`config.mk`:
```
export PLATFORM = sky130hd
export DESIGN_NAME = fetch_unit
export DESIGN_NICKNAME = d
export VERILOG_FILES = /design/src/rtl/fetch_unit.sv
export SDC_FILE = /design/constraint.sdc
export NUM_CORES = 1
export LEC_CHECK = 0
export BUFFER_PORTS_ARGS = -buffer_cell sky130_fd_sc_hd__buf_2
export CORE_MARGIN = 5
export CORE_UTILIZATION = 41
export DETAILED_ROUTE_END_ITERATION = 12
export PLACE_DENSITY_LB_ADDON = 0.2
export SLEW_MARGIN = 20
export SYNTH_ARGS = -nofsm -noshare
export SYNTH_HDL_FRONTEND = slang
export SYNTH_SLANG_ARGS = --single-unit
```
`constraint.sdc`:
```
create_clock -name clk -period 7.6 [get_ports clk]
set_input_delay 1.14 -clock clk [delete_from_list [all_inputs] [get_ports clk]]
set_output_delay 1.14 -clock clk [all_outputs]
set_load 0.05 [all_outputs]
```
`src/rtl/fetch_unit.sv`:
```
// fetch_unit: PC/imem issue with 2-entry decode buffer, redirect and halt; FETCH_PERF_CNT_EN adds perf counters
module fetch_unit #(
  parameter logic [31:0] RESET_PC = 32'h0000_0000,
  parameter logic [31:0] PC_INC = 32'd1
) (
  input  logic        clk,
  input  logic        rst,
  output logic [31:0] imem_addr,
  output logic        imem_rd_en,
  input  logic [31:0] imem_instr,
  input  logic        imem_ready,
  input  logic        redirect,
  input  logic [31:0] redirect_pc,
  input  logic        halt,
  output logic        dec_valid,
  output logic [31:0] dec_instr,
  output logic [31:0] dec_pc,
  input  logic        dec_ready
`ifdef FETCH_PERF_CNT_EN
  ,
  output logic [31:0] perf_fetched,
  output logic [31:0] perf_bubbles
`endif
);
  localparam logic [1:0] IDLE = 2'd0, RUN = 2'd1, HALTED = 2'd2;
  logic [1:0] state, count, cnt_p;
  logic inflight, pop, push;
  logic [31:0] pc, req_pc;
  logic [63:0] buf_q [2];
  assign imem_addr = pc;
  assign dec_valid = count != 2'd0;
  assign {dec_instr, dec_pc} = buf_q[0];
  assign pop = dec_valid & dec_ready;
  assign push = inflight & imem_ready & !redirect;
  assign cnt_p = count - {1'b0, pop};
  assign imem_rd_en = (state == RUN) & !halt & !redirect &
                      ({1'b0, count} + {2'b0, inflight} - {2'b0, pop} <= 3'd1);
  always_ff @(posedge clk) begin
    if (rst) begin
      state <= IDLE;
      count <= 2'd0;
      inflight <= 1'b0;
      pc <= RESET_PC;
      req_pc <= 32'd0;
      buf_q[0] <= 64'd0;
      buf_q[1] <= 64'd0;
    end else begin
      inflight <= imem_rd_en;
      if (imem_rd_en) begin
        pc <= pc + PC_INC;
        req_pc <= pc;
      end
      if (redirect) begin
        pc <= redirect_pc;
        state <= RUN;
        count <= 2'd0;
      end else begin
        state <= (state == IDLE) ? RUN : (state == RUN && halt) ? HALTED : state;
        count <= cnt_p + {1'b0, push};
        if (pop) buf_q[0] <= buf_q[1];
        if (push) buf_q[cnt_p[0]] <= {imem_instr, req_pc};
      end
    end
  end
`ifdef FETCH_PERF_CNT_EN
  always_ff @(posedge clk) begin
    if (rst) begin
      perf_fetched <= 32'd0;
      perf_bubbles <= 32'd0;
    end else begin
      if (pop) perf_fetched <= perf_fetched + 32'd1;
      if (state == RUN && dec_ready && !dec_valid) perf_bubbles <= perf_bubbles + 32'd1;
    end
  end
`endif
endmodule
```
==> After elaboration in Yosys (flattened, before gate mapping) <==
Memory sizes are Yosys's and may differ from the RTL's.
Index checks and enable logic that the tools add are counted.
{ "word_totals": {"output_inout_bits": 98, "mem_bits_rw": 128, "in_bits": 70, "latchBits": 0, "wordCells": 50, "register_bits": 69, "rom_bits": 0, "memories": 1} }
{ "mem_list": {"columns": ["name", "depth", "width", "read_ports", "rd_clocked_by_memory_dff", "wr", "line_no", "text"], "rows": [
  ["buf_q", 2, 64, 2, 0, 2, "29", "logic [63:0] buf_q [2];"]
]} }
{ "op_classes": {"bitwise_logic": 7, "multipliers": 0, "magnitude_cmp": 1, "n_eq_ne": 1, "reduce_logical": 10, "muxes": 19, "n_shift": 0, "addsub": 5, "div_mod_pow": 0} }
{ "op_table": {"columns": ["op", "n"], "rows": [
  ["2-to-1 mux 64 bit", 2],
  ["2-to-1 mux 32 bit", 2],
  ["OR reduction 64 bit", 1],
  ["adder 32 x 1 -> 32 bit (second input constant)", 1],
  ["2-to-1 mux 1 bit", 15],
  ["AND 1 bit", 6],
  ["nonzero test 2 bit", 2],
  ["adder 2 x 1 -> 3 bit", 1],
  ["less-or-equal comparator 3 x 1 -> 1 bit (second input constant)", 1],
  ["nonzero test 3 bit", 1],
  ["OR reduction 3 bit", 1],
  ["subtractor 3 x 1 -> 3 bit", 1],
  ["adder 2 x 1 -> 2 bit", 1],
  ["== test 2 x 1 -> 1 bit (second input constant)", 1],
  ["logical NOT 1 bit", 2],
  ["logical NOT 2 bit", 1],
  ["OR reduction 2 bit", 1],
  ["subtractor 2 x 1 -> 2 bit", 1],
  ["logical AND 1 bit", 1],
  ["bitwise OR 1 bit", 1]
]} }

==> Longest topological paths before layout <==
{ "depth": {"ltp_word": 8, "ltp_mapped": 13, "mapped_depth_nobuf": 11} }

==> Worst setup path before layout <==
Ideal clock, no wire load.
{ "synth_timing": {"kind": "input to output", "from": "input dec_ready", "to": "output imem_rd_en", "t_arrival_ns": 3.283, "n_path_buf": 2, "cell_stages": 10, "slack_ns": 3.177, "t_required_ns": 6.460, "path_cell_list": "nand2_1 -> xnor2_1 -> ha_1 -> inv_1 -> fa_1 -> and4bb_1 -> buf_4 -> nand3_1 -> inv_1 -> buf_1"} }
{ "synth_between": {"elab_chain_len": 4} }
{ "synth_lines": {"columns": ["item", "line_no", "text"], "rows": [
  ["from (decl)", "18", "input logic dec_ready"],
  ["AND 1 bit", "33", "assign pop = dec_valid & dec_ready;"],
  ["subtractor 3 x 1 -> 3 bit", "37", "({1'b0, count} + {2'b0, inflight} - {2'b0, pop} <= 3'd1);"],
  ["less-or-equal comparator 3 x 1 -> 1 bit", "37", null],
  ["AND 1 bit", "36", "assign imem_rd_en = (state == RUN) & !halt & !redirect &"],
  ["to (decl)", "9", "output logic imem_rd_en,"]
]} }
No other way between the ends.

==> Worst setup path in the final report <==
Same ends and word-level chain as after synthesis.

==> impl_metrics.toml <==
[status]
outcome = "completed"

[setup_path]
cpPeakStageDelay_ns = 0.67
worstPathArrival_ns = 4.07
crit_type = "in -> out"
worstPathMaxFanout = 34
end_kind = "output pin"
worst_r2r_path_depth = 11
crit_required_ns = 6.46
ff2ff_setup_slack_ns = 3.59
cp_top_family = "buffers and inverters"
cp-start-kind = "input port"
worst_r2r_startpoint = "count[1]"
critPathSlowestCell = "inv_1"
worstPathCellList = "buf_2 > nand2_1 > xnor2_1 > ha_1 > inv_1 > fa_1 > and4bb_1 > nand3_1 > buf_4 > inv_1 > buf_2"
cp_num_buf_inv = 5
r2r_end = "imem_addr[31]"

[global_routing]
antenna_found_initial = 0
grt_pass1_wl_um = 29910
grt_max_degree = 122
grt_remaining_overflow = 0
grt_pass1_vias = 5526
grt.total_usage = 0.1576

[sta]
slew_headroom = 0.2974
finalClockSkew_ns = 0.01147
tns_ns = 0
fin_crit_ns = 5.215
final-max-slew-violation-count = 0
maxClockFrequency_mhz = 191.8
grt_setup_unrepaired = "no"
worst_slew_pin_slew_ns = 1.054
timing.final.crit_share = 0.6861
hold_violations = 0
setup_viol = 0

[detailed_routing]
drtAntennaViolNets = 0
via_count = 5979
routedWlPerCell_um = 15.05
drc = 0
wl_um = 18630
drt_first_pass_iters = 4
route.met3.wl_um = 1061
routed_via_density = 4.830
wl_met1_um = 9208
highest_layer = "met4"
drt-initial-drc-count = 502
wl_met2_um = 8102

[floorplan]
ios = 168
core_um2 = 20170
die_area_um2 = 23400
fp.dieW_um = 153.0
die_y_um = 153.0
initial_core_util = 0.4154
placementRows = 52

[yosys]
synth_nets = 890
yosysTopAreaCellShare = 0.4587
ys_types = 44
synth_seq_cells = 197
synth-seq-area-share = 0.6236
yosys.area.top_type = "edfxtp_1"
synthTopCellsByCount = "nand2_1, edfxtp_1, o21ai_0"
yosysMostFrequentCell = "nand2_1"
synth_edf_count = 128
ys_top_cells_by_area = "edfxtp_1, dfxtp_1, nand2_1"
ys_async_sr_fraction = 0
yosysWarnings = 0
syn-cell-area_um2 = 8379
synth_ff_type = "edfxtp_1"
postSynthCellCount = 816
synth.avg_cell_area_um2 = 10.27

[final_layout]
diodes = 0
nFillCells = 1898
final_nets = 1029
design_area_um2 = 9980
areaGrowthSynthToFinish_pct = 19.10
drive_above_1_share = 0.2252

[min_path]
min_to = "req_pc[12]"
hp-class = "reg -> reg"
hold_path_depth = 2
min_from = "req_pc[12]"

[pwr]
vdd_drop_max_mv = 0.1434
p_leak_nw = 3.743
fin_total_pwr_w = 0.002269
power_density_nw_per_um2 = 227.3

[cts]
clkTransAtPathRegs_ns = 0.07
cts_hold_buffers = 0
cts_root_buf = "clkbuf_16"
cts_tree = "built"
cts_sinks = 197
cts_buffers = 17
cts_buffer_depth = 2
ctsResizeCount = 0
ctsHtreeMaxLevel = 4
insertion_delay_ns = 0.43
post_cts_buffers = 0

[placed_design]
gp_congestion = 0.8516
post-dp-hpwl_um = 12510
port-buffer-count = 167
place_area_um2 = 9407

[flow_run]
maxCapViolations = 0
power by group:
group	internal (W)	switching, W	total [W]
Sequential	0.00117	0.0000285	0.00120
Combinational	0.0000477	0.000148	0.000196
Clock	0.000460	0.000410	0.000870
how the worst max path moves through the flow:
stage,cells after the start,slack (ns),to,from
after floorplan,10,3.18,imem_rd_en,dec_ready
after global placement,11,2.48,imem_rd_en,dec_ready
after detailed placement,11,2.38,imem_rd_en,dec_ready
after CTS,11,2.36,imem_rd_en,dec_ready
after global routing,11,2.15,imem_rd_en,dec_ready
final,11,2.39,imem_rd_en,dec_ready
through the flow:
stage / hold slack, ns / util / setup slack (ns) / instances
detailed placement: 0.4577 / 0.4664 / 2.382 / 1206
finish: 0.4652 / 0.4948 / 2.385 / 1238
global route: 0.4911 / 0.4948 / 2.148 / 1238
floorplan: 0.4450 / - / 3.177 / 816
global placement: 0.4596 / 0.4664 / 2.476 / 1206
CTS: 0.4681 / 0.4948 / 2.362 / 1238
cells by family (layout without fill, tap and decap cells):
kind of cell	count (synthesis)	after routing	synth area share
AOI/OAI and AO/OA	145	145	0.09691
xor gates and xnor gates	22	22	0.02524
adders and majority gates	4	4	0.006869
buffers and inverters	63	215	0.02971
DFF	197	197	0.6236
muxes	3	3	0.003733
and+or+nand+nor	382	382	0.2140
routing by layer:
layer,global-route usage,vias up
met2,0.2240,175
li1,-,3106
met1,0.2381,2681
met5,0,-
met3,0.03675,17
met4,0.05006,0
worst register-to-register path, delay by kind of cell, from the launching register on:
family                     cells  cell delay, ns
adders and majority gates      2            0.64
buffers and inverters          1            0.05
and+or+nand+nor                6            2.45
xor gates and xnor gates       1            0.13
DFF                            1            0.41
AOI/OAI and AO/OA              1            0.23
sequential cells by signal (all words and copies together) (netlist names):
| name | flops |
|---|---|
| buf_q | 128 |
| imem_addr | 32 |
| req_pc | 32 |
| count | 2 |
| state | 2 |
| inflight | 1 |
layout by cell type (no fill, tap or decap), types with 3 or more instances in the layout:
cell / n
a211oi_1: 12
a21oi_1: 41
a311oi_1: 8
a31oi_1: 4
and2_1: 69
and3_1: 5
and4_1: 4
buf_2: 167
buf_4: 7
clkbuf_16: 17
clkinv_4: 5
clkinvlp_4: 3
dfxtp_1: 69
edfxtp_1: 128
ha_1: 3
inv_1: 8
inv_6: 4
nand2_1: 224
nand3_1: 10
nand4_1: 9
nor2_1: 24
nor3_1: 9
o211ai_1: 3
o21ai_0: 72
or3_1: 9
or4_1: 4
xnor2_1: 18
xor2_1: 3
final cells by class:
class                      count  area [um2]  share of cell area
sequential                   197        5225              0.5236
clock buffer                  17       425.4             0.04263
tap                          270       337.8             0.03385
inverter                       9       33.78            0.003385
timing repair buffer         174       888.4             0.08902
clock inverter                15       147.6             0.01479
multi-input combinational    556        2922              0.2928
No activity file was read; power rests on OpenSTA's default activity.
